[src/rtl/game_ctrl_if.sv]
// Control/status bundle between the falling-block game controller and its board.
// Latency: none (wires only). Backpressure: none; pulses are single-cycle and not held.
interface game_ctrl_if;
    logic       start;
    logic       pause;
    logic       btn_left;
    logic       btn_right;
    logic       btn_rot;
    logic       btn_down;
    logic       el;
    logic       er;
    logic       eu;
    logic       edrop;
    logic       overflow;
    logic       refresh_done;
    logic [4:0] x;
    logic [4:0] y;
    logic [2:0] piece_type;
    logic [1:0] dir;
    logic [2:0] next_type;
    logic       refresh;
    logic       game_over;
    logic [15:0] piece_cnt;
    logic [2:0] state;

    modport master (
        output start, pause, btn_left, btn_right, btn_rot, btn_down,
        output el, er, eu, edrop, overflow, refresh_done,
        input  x, y, piece_type, dir, next_type, refresh, game_over, piece_cnt, state
    );

    modport slave (
        input  start, pause, btn_left, btn_right, btn_rot, btn_down,
        input  el, er, eu, edrop, overflow, refresh_done,
        output x, y, piece_type, dir, next_type, refresh, game_over, piece_cnt, state
    );
endinterface

[src/rtl/game_ctrl.sv]
// Falling-block game FSM: spawn, gravity, player moves, pause, lock/clear handshake.
// Latency: one cycle from request to updated outputs. Backpressure: none; losing requests are dropped.
module game_ctrl #(
    parameter int DROP_PERIOD = 25000000,
    parameter int SPAWN_X     = 3
) (
    input  logic        clk,
    input  logic        rstn,
    game_ctrl_if.slave  gc
);
    typedef enum logic [2:0] {
        IDLE  = 3'd0,
        SPAWN = 3'd1,
        CHECK = 3'd2,
        FALL  = 3'd3,
        PAUSE = 3'd4,
        LOCK  = 3'd5,
        CLEAR = 3'd6,
        OVER  = 3'd7
    } state_e;

    localparam int CW = $clog2(DROP_PERIOD);
    localparam logic [CW-1:0] GRAV_LAST = CW'(DROP_PERIOD - 1);
    localparam logic [4:0]    X_SPAWN   = 5'(SPAWN_X);

    state_e        state_q, state_d;
    logic [4:0]    x_q, x_d, y_q, y_d;
    logic [2:0]    type_q, type_d, next_q, next_d;
    logic [1:0]    dir_q, dir_d;
    logic [15:0]   cnt_q, cnt_d;
    logic [CW-1:0] grav_q, grav_d;
    logic [7:0]    lfsr_q, lfsr_d;
    logic          refresh_q, game_over_q;
    logic          tick;

    always_comb begin
        state_d = state_q;
        x_d     = x_q;
        y_d     = y_q;
        type_d  = type_q;
        dir_d   = dir_q;
        next_d  = next_q;
        cnt_d   = cnt_q;
        grav_d  = grav_q;
        lfsr_d  = {lfsr_q[6:0], lfsr_q[7] ^ lfsr_q[5] ^ lfsr_q[4] ^ lfsr_q[3]};
        tick    = (grav_q == GRAV_LAST);

        case (state_q)
            IDLE: if (gc.start) state_d = SPAWN;
            SPAWN: begin
                x_d     = X_SPAWN;
                y_d     = '0;
                dir_d   = '0;
                type_d  = next_q;
                next_d  = (lfsr_q[2:0] == 3'd7) ? 3'd0 : lfsr_q[2:0];
                state_d = CHECK;
            end
            CHECK: begin
                if (gc.overflow) begin
                    state_d = OVER;
                end else begin
                    state_d = FALL;
                    grav_d  = '0;
                end
            end
            FALL: begin
                grav_d = tick ? '0 : grav_q + CW'(1);
                // Single action per cycle; anything that loses arbitration is dropped.
                if (tick || gc.btn_down) begin
                    if (gc.edrop) begin
                        y_d    = y_q + 5'd1;
                        grav_d = '0;
                    end else begin
                        state_d = LOCK;
                    end
                end else if (gc.btn_rot) begin
                    if (gc.eu) dir_d = dir_q + 2'd1;
                end else if (gc.btn_left) begin
                    if (gc.el) x_d = x_q - 5'd1;
                end else if (gc.btn_right) begin
                    if (gc.er) x_d = x_q + 5'd1;
                end else if (gc.pause) begin
                    state_d = PAUSE;
                end
            end
            PAUSE: if (gc.pause) state_d = FALL;
            LOCK: begin
                cnt_d   = (cnt_q == 16'hFFFF) ? cnt_q : cnt_q + 16'd1;
                state_d = CLEAR;
            end
            CLEAR: if (gc.refresh_done) state_d = SPAWN;
            OVER: begin
                if (gc.start) begin
                    state_d = IDLE;
                    cnt_d   = '0;
                end
            end
            default: state_d = IDLE;
        endcase
    end

    always_ff @(posedge clk) begin
        if (!rstn) begin
            state_q     <= IDLE;
            x_q         <= X_SPAWN;
            y_q         <= '0;
            type_q      <= '0;
            dir_q       <= '0;
            next_q      <= '0;
            cnt_q       <= '0;
            grav_q      <= '0;
            lfsr_q      <= 8'h01;
            refresh_q   <= 1'b0;
            game_over_q <= 1'b0;
        end else begin
            state_q     <= state_d;
            x_q         <= x_d;
            y_q         <= y_d;
            type_q      <= type_d;
            dir_q       <= dir_d;
            next_q      <= next_d;
            cnt_q       <= cnt_d;
            grav_q      <= grav_d;
            lfsr_q      <= lfsr_d;
            // Registered so the level/pulse lines up exactly with the state they belong to.
            refresh_q   <= (state_d == LOCK);
            game_over_q <= (state_d == OVER);
        end
    end

    assign gc.x          = x_q;
    assign gc.y          = y_q;
    assign gc.piece_type = type_q;
    assign gc.dir        = dir_q;
    assign gc.next_type  = next_q;
    assign gc.refresh    = refresh_q;
    assign gc.game_over  = game_over_q;
    assign gc.piece_cnt  = cnt_q;
    assign gc.state      = state_q;
endmodule
[src/flat_wrapper.sv]
// flat-port wrapper written by rule: the top's interface ports become plain ports
module game_ctrl_flat 
#(
    parameter int DROP_PERIOD = 25000000,
    parameter int SPAWN_X     = 3
)
  (clk, rstn, gc_start, gc_pause, gc_btn_left, gc_btn_right, gc_btn_rot, gc_btn_down, gc_el, gc_er, gc_eu, gc_edrop, gc_overflow, gc_refresh_done, gc_x, gc_y, gc_piece_type, gc_dir, gc_next_type, gc_refresh, gc_game_over, gc_piece_cnt, gc_state);
  game_ctrl_if gc_i ();
  input  logic clk;
  input  logic rstn;
  input wire logic [$bits(gc_i.start)-1:0] gc_start;
  input wire logic [$bits(gc_i.pause)-1:0] gc_pause;
  input wire logic [$bits(gc_i.btn_left)-1:0] gc_btn_left;
  input wire logic [$bits(gc_i.btn_right)-1:0] gc_btn_right;
  input wire logic [$bits(gc_i.btn_rot)-1:0] gc_btn_rot;
  input wire logic [$bits(gc_i.btn_down)-1:0] gc_btn_down;
  input wire logic [$bits(gc_i.el)-1:0] gc_el;
  input wire logic [$bits(gc_i.er)-1:0] gc_er;
  input wire logic [$bits(gc_i.eu)-1:0] gc_eu;
  input wire logic [$bits(gc_i.edrop)-1:0] gc_edrop;
  input wire logic [$bits(gc_i.overflow)-1:0] gc_overflow;
  input wire logic [$bits(gc_i.refresh_done)-1:0] gc_refresh_done;
  output wire logic [$bits(gc_i.x)-1:0] gc_x;
  output wire logic [$bits(gc_i.y)-1:0] gc_y;
  output wire logic [$bits(gc_i.piece_type)-1:0] gc_piece_type;
  output wire logic [$bits(gc_i.dir)-1:0] gc_dir;
  output wire logic [$bits(gc_i.next_type)-1:0] gc_next_type;
  output wire logic [$bits(gc_i.refresh)-1:0] gc_refresh;
  output wire logic [$bits(gc_i.game_over)-1:0] gc_game_over;
  output wire logic [$bits(gc_i.piece_cnt)-1:0] gc_piece_cnt;
  output wire logic [$bits(gc_i.state)-1:0] gc_state;
  assign gc_i.start = gc_start;
  assign gc_i.pause = gc_pause;
  assign gc_i.btn_left = gc_btn_left;
  assign gc_i.btn_right = gc_btn_right;
  assign gc_i.btn_rot = gc_btn_rot;
  assign gc_i.btn_down = gc_btn_down;
  assign gc_i.el = gc_el;
  assign gc_i.er = gc_er;
  assign gc_i.eu = gc_eu;
  assign gc_i.edrop = gc_edrop;
  assign gc_i.overflow = gc_overflow;
  assign gc_i.refresh_done = gc_refresh_done;
  assign gc_x = gc_i.x;
  assign gc_y = gc_i.y;
  assign gc_piece_type = gc_i.piece_type;
  assign gc_dir = gc_i.dir;
  assign gc_next_type = gc_i.next_type;
  assign gc_refresh = gc_i.refresh;
  assign gc_game_over = gc_i.game_over;
  assign gc_piece_cnt = gc_i.piece_cnt;
  assign gc_state = gc_i.state;
  game_ctrl #(.DROP_PERIOD(DROP_PERIOD), .SPAWN_X(SPAWN_X)) u_core (.clk(clk), .rstn(rstn), .gc(gc_i));
endmodule
[config.mk]
export PLATFORM = sky130hd
export DESIGN_NAME = game_ctrl_flat
export DESIGN_NICKNAME = d
export VERILOG_FILES = /design/src/rtl/game_ctrl_if.sv /design/src/rtl/game_ctrl.sv /design/src/flat_wrapper.sv
export SDC_FILE = /design/constraint.sdc
export NUM_CORES = 1
export LEC_CHECK = 0
export ABC_AREA = 0
export CAP_MARGIN = 5
export CELL_PAD_IN_SITES_DETAIL_PLACEMENT = 0
export CELL_PAD_IN_SITES_GLOBAL_PLACEMENT = 1
export CORE_MARGIN = 4
export CORE_UTILIZATION = 36
export CTS_BUF_LIST = sky130_fd_sc_hd__clkbuf_2
export CTS_CLUSTER_DIAMETER = 40
export DETAILED_ROUTE_END_ITERATION = 12
export GPL_ROUTABILITY_DRIVEN = 0
export PLACE_DENSITY_LB_ADDON = 0.1
export SETUP_SLACK_MARGIN = 0.2
export SYNTH_ARGS = -nofsm -noshare
export SYNTH_HDL_FRONTEND = slang
export SYNTH_SLANG_ARGS = --single-unit
[constraint.sdc]
create_clock -name clk -period 3.5 [get_ports clk]
set_input_delay 0.35 -clock clk [delete_from_list [all_inputs] [get_ports clk]]
set_output_delay 0.35 -clock clk [all_outputs]
set_load 0.05 [all_outputs]
Word level (Yosys, flattened, before mapping)

Cells that the tools add are included.
W data, S select, Z words.

Flip-flop bits (word level): 72
Input bits: 14
Word-level logic and storage cells: 89

Add/subtract/negate cells: 6
Equality and inequality tests: 24
Mux-type cells: 35
Bitwise gates (word level): 3
Reductions and logical operators: 10

Operators with widths:

| operator                | number |
|---|---|
| $mux W25                | 4 |
| $pmux W25 S2            | 1 |
| $mux W5                 | 8 |
| $mux W3                 | 12 |
| $mux W16                | 2 |
| $pmux W16 S2            | 1 |
| $add A25 B1 Y25 const B | 1 |
| $eq A25 B25 Y1 const B  | 1 |
| $pmux W3 S8             | 1 |
| $eq A3 B3 Y1 const B    | 7 |
| $pmux W5 S2             | 2 |
| $add A16 B1 Y16 const B | 1 |
| $eq A16 B16 Y1 const B  | 1 |
| $ne A2 B2 Y1 const B    | 8 |
| $add A5 B1 Y5 const B   | 2 |
| $ne A3 B3 Y1 const B    | 3 |
| $eq A3 B2 Y1 const B    | 2 |
| $mux W2                 | 3 |
| $reduce_and A3 Y1       | 2 |
| $reduce_and A6 Y1       | 1 |
| $reduce_bool A2 Y1      | 3 |
| $sub A5 B1 Y5 const B   | 1 |
| $pmux W2 S2             | 1 |
| $reduce_and A4 Y1       | 1 |
| 7 further kinds         | 9 |

Logic depth before layout (Yosys ltp)

Depth in word-level cells: 7
Depth in mapped cells: 9

Least setup slack after synthesis

OpenSTA, ideal clock, no wires.

Kind: register -> register
Start: reg u_core.state_q[0] (netlist: u_core.gc.state[0])
End: reg u_core.cnt_q[10] (netlist: u_core.gc.piece_cnt[10])
Setup time: 0.128 ns
Data arrival time: 2.227 ns
Slack: 1.146 ns
Cell stages (with the launch flop): 8
Cell sequence: dfxtp_1 -> buf_2 -> nand2_1 -> or2_2 -> a311oi_1 -> nand3_1 -> xor2_1 -> nor2_1

Word-level cells in the longest chain between the ends: 3
Elaborated cells on any way between the ends: 7
Classes of those cells: eq/ne (4); mux (1); reduce/logical (2)

RTL lines:

| item                                                         | RTL line         | source |
|---|---|---|
| start, declared                                              | game_ctrl.sv:26  | `state_e state_q, state_d;` |
| start signal, assigned                                       | game_ctrl.sv:116 | `state_q <= state_d;` |
| $eq A3 B3 Y1                                                 | game_ctrl.sv:48  | `case (state_q)` |
| $ne A2 B2 Y1 (no line) or $reduce_bool A2 Y1 (tied branches) | -                |  |
| $reduce_and A3 Y1 (no line)                                  | -                |  |
| end signal, assigned                                         | game_ctrl.sv:122 | `cnt_q <= cnt_d;` |
| end, declared                                                | game_ctrl.sv:30  | `logic [15:0] cnt_q, cnt_d;` |

Several ways; a longest one is shown, not always the timed one.
A chain may end at the register's enable or synchronous reset.

Worst setup path in the final report

Start: reg u_core.state_q[1] (netlist: u_core.gc.state[1])
End: out gc_state[1]

RTL lines:

| item          | RTL line           | source |
|---|---|---|
| end, declared | flat_wrapper.sv:31 | `output wire logic [$bits(gc_i.state)-1:0] gc_state;` |

No word-level cell between the ends.

==> impl_metrics.py <==
metrics = {
    "routing": {
        "first_pass_iters": 4,
        "ant_nets": 0,
        "dr_total_vias": 3402,
        "met1_length_um": 4530,
        "top_layer": "met4",
        "routed_via_density": 5.34,
        "drt_wl_total_um": 9420,
        "route.met3.wl_um": 447,
        "wl_per_cell_um": 14.8,
        "route.met2.wl_um": 4340,
        "drc": 0,
        "drt_iter0_drc": 134,
    },
    "clocking": {
        "cts_buffer_depth": 2,
        "clk_latency_ps": 550,
        "cts.sinks": 72,
        "cts_tree": "yes",
        "cts_resized": 0,
        "cts_hold_buf": 0,
        "clk_pin_slew_ps": 250,
        "ctsRootBufferMaster": "clkbuf_2",
        "htree_levels": 3,
        "numCtsBuffers": 9,
        "cts_setup_buffers": 0,
    },
    "synth": {
        "synth_area_um2": 3700,
        "synth.net_count": 476,
        "synthArstFlopShare_pct": 0,
        "syn_inst": 455,
        "syn_area_per_cell_um2": 8.14,
        "yosysUniqueCellTypes": 58,
        "ys_ff_latch": 72,
        "yosys_warnings": 0,
        "synth_edf_count": 0,
        "synth_seq_area_share_pct": 38.9,
        "synth_ff_type": "dfxtp_1",
    },
    "pwr": {
        "powerDensity_nw_per_um2": 408,
        "ir_worst_vdd_v": 0.000229,
        "p_leak_nw": 1.54,
        "power_w": 0.00183,
    },
    "global_routing": {
        "grt_pass1_vias": 3270,
        "grt.total_usage_pct": 16.5,
        "grt_max_degree": 31,
        "grt-ovfl-total": 0,
        "antenna_found_initial": 0,
        "grt_pass1_wl_um": 16000,
    },
    "setup_path": {
        "r2r-end": "u_core.gc.state[2]$_SDFF_PN0_",
        "critPathCapture": "gc_state[1]",
        "slowest_delay_ps": 920,
        "cp-startpoint": "u_core.gc.state[1]$_SDFF_PN0_",
        "critPathLaunchType": "flop",
        "required_ps": 3150,
        "worstPathCellList": "clkdlybuf4s50_1",
        "r2r_cells": 7,
        "crit_buf_inv": 1,
        "cp.depth": 1,
        "worst-setup-path-type": "flop to output pin",
        "rrSetupSlack_ps": 1050,
        "path_delay_family": "buffers and inverters",
        "reg2reg_from": "u_core.grav_q[0]$_SDFFE_PN0P_",
        "crit_path_end_kind": "output pin",
        "cp_max_fo": 17,
        "critPathSlowestCell": "clkdlybuf4s50_1",
        "arrival_ps": 2180,
    },
    "die": {
        "die_h_um": 109,
        "die_area_um2": 12000,
        "io_pins": 53,
        "rows": 36,
        "fp.dieW_um": 109,
        "core_um2": 9910,
        "start_util_pct": 37.4,
    },
    "sta": {
        "fin_skew_ps": 40.1,
        "hold_viol": 0,
        "fmax_mhz": 395,
        "maxSlewViolCount": 0,
        "post-route-min-period_ps": 2530,
        "slew-limit-headroom_pct": 51.4,
        "worst_pin_slew_ps": 727,
        "finalCritPeriodShare_pct": 72.4,
        "setup_tns_ps": 0,
        "grt_setup_unrepaired": "false",
        "setup_viol": 0,
        "whs_ps": 473,
    },
    "finish": {
        "antennaDiodeCount": 0,
        "area_growth_pct": 21.3,
        "finalNetCount": 520,
        "layout-drive-gt1-share_pct": 7.14,
    },
    "placed_design": {
        "place.port_buffers": 52,
        "dp_hpwl_um": 6610,
    },
    "flow_run": {
        "cap_violations": 0,
    },
    "outcome": {
        "status": "finished, final reports clean",
    },
    "worst_hold_path": {
        "hp-class": "flop to flop",
    },
}
## layout make-up
class                   instances  area (µm²)
flip-flops and latches         72        1440
well taps                     133         166
inverters                      11        41.3
clock inverters                 7         108
fillers                      1016        5420
repair buffers                 57         558
clock buffers                   9        45.0
multi-input cells             348        2130
## synthesized netlist by cell type, types with 5 or more instances
cell | count | area, µm²
nor2_1 | 48 | 180
xnor2_1 | 8 | 70.1
o21ai_0 | 19 | 95.1
nand3_1 | 19 | 95.1
dfxtp_1 | 72 | 1440
clkbuf_1 | 19 | 71.3
and2_1 | 10 | 62.6
mux2i_1 | 5 | 50.1
xor2_1 | 14 | 123
a21oi_1 | 28 | 140
nand4_1 | 14 | 87.6
and3_1 | 10 | 62.6
inv_1 | 11 | 41.3
ha_1 | 6 | 75.1
a31oi_1 | 9 | 56.3
nor3_1 | 12 | 60.1
nand2_1 | 59 | 221
a311oi_1 | 15 | 131
## per-layer routing
layer	track usage, %	up-vias
li1	-	1740
met2	26.5	63
met4	4.01	0
met5	0	-
met1	22.3	1590
met3	3.93	9
## kinds of logic after synthesis
family / Yosys count / synth area share [%]
AO/OA/AOI/OAI: 103 / 18.4
XOR/XNOR: 22 / 5.20
adder cells (fa/ha/maj): 7 / 2.57
buffers and inverters: 35 / 3.68
flip-flops: 72 / 38.9
multiplexers: 6 / 1.66
AND/OR/NAND/NOR: 210 / 29.5
## sequential cells by signal (all words and copies together), names as in the netlist
| register | count |
|---|---|
| u_core.grav_q | 25 |
| u_core.gc.piece_cnt | 16 |
| u_core.lfsr_q | 8 |
| u_core.gc.x | 5 |
| u_core.gc.y | 5 |
| u_core.gc.next_type | 3 |
| u_core.gc.piece_type | 3 |
| u_core.gc.state | 3 |
| u_core.gc.dir | 2 |
| u_core.gc.game_over | 1 |
| u_core.gc.refresh | 1 |
## report_power, final
group	switching, W	total, W	internal [W]
combinational	0.000211	0.000333	0.000122
sequential	0.0000491	0.000894	0.000844
clock	0.000353	0.000605	0.000251
total	0.000613	0.00183	0.00122
## cells in the final DEF, fill, tap and decap left out, types with 4 or more instances in the layout
cell,Yosys,layout
a21oi_1,28,28
a311oi_1,15,15
a31oi_1,9,9
and2_1,10,10
and3_1,10,10
buf_4,0,5
clkbuf_2,0,9
clkdlybuf4s50_1,0,52
dfxtp_1,72,72
ha_1,6,6
inv_1,11,11
mux2i_1,5,5
nand2_1,59,59
nand2b_1,4,4
nand3_1,19,19
nand3b_1,4,4
nand4_1,14,14
nor2_1,48,48
nor2b_1,4,4
nor3_1,12,11
o21ai_0,19,19
xnor2_1,8,8
xor2_1,14,14
## worst min-delay path by stage
stage / startpoint / cells past startpoint / to / slack [ps]
6_report: u_core.lfsr_q[6]$_SDFF_PN0_ / 1 / u_core.lfsr_q[7]$_SDFF_PN0_ / 470
5_1_grt: u_core.lfsr_q[6]$_SDFF_PN0_ / 1 / u_core.lfsr_q[7]$_SDFF_PN0_ / 500
4_1_cts: u_core.gc.piece_type[0]$_SDFFE_PN0P_ / 2 / u_core.gc.piece_type[0]$_SDFFE_PN0P_ / 480
3_5_place_dp: u_core.lfsr_q[6]$_SDFF_PN0_ / 1 / u_core.lfsr_q[7]$_SDFF_PN0_ / 430
3_3_place_gp: u_core.lfsr_q[6]$_SDFF_PN0_ / 1 / u_core.lfsr_q[7]$_SDFF_PN0_ / 420
2_1_floorplan: u_core.lfsr_q[6]$_SDFF_PN0_ / 1 / u_core.lfsr_q[7]$_SDFF_PN0_ / 410
## per-stage QoR
stage / std cells / worst slack [ps] / util, % / area [µm²]
4_1_cts: 637 / 920 / 45.3 / 4490
5_1_grt: 637 / 795 / 45.3 / 4490
3_3_place_gp: 621 / 1060 / 43.8 / 4340
2_1_floorplan: 455 / 1150 / - / 3700
3_5_place_dp: 621 / 1040 / 43.8 / 4340
6_report: 637 / 967 / 45.3 / 4490
(Power assumes the default switching activity.)
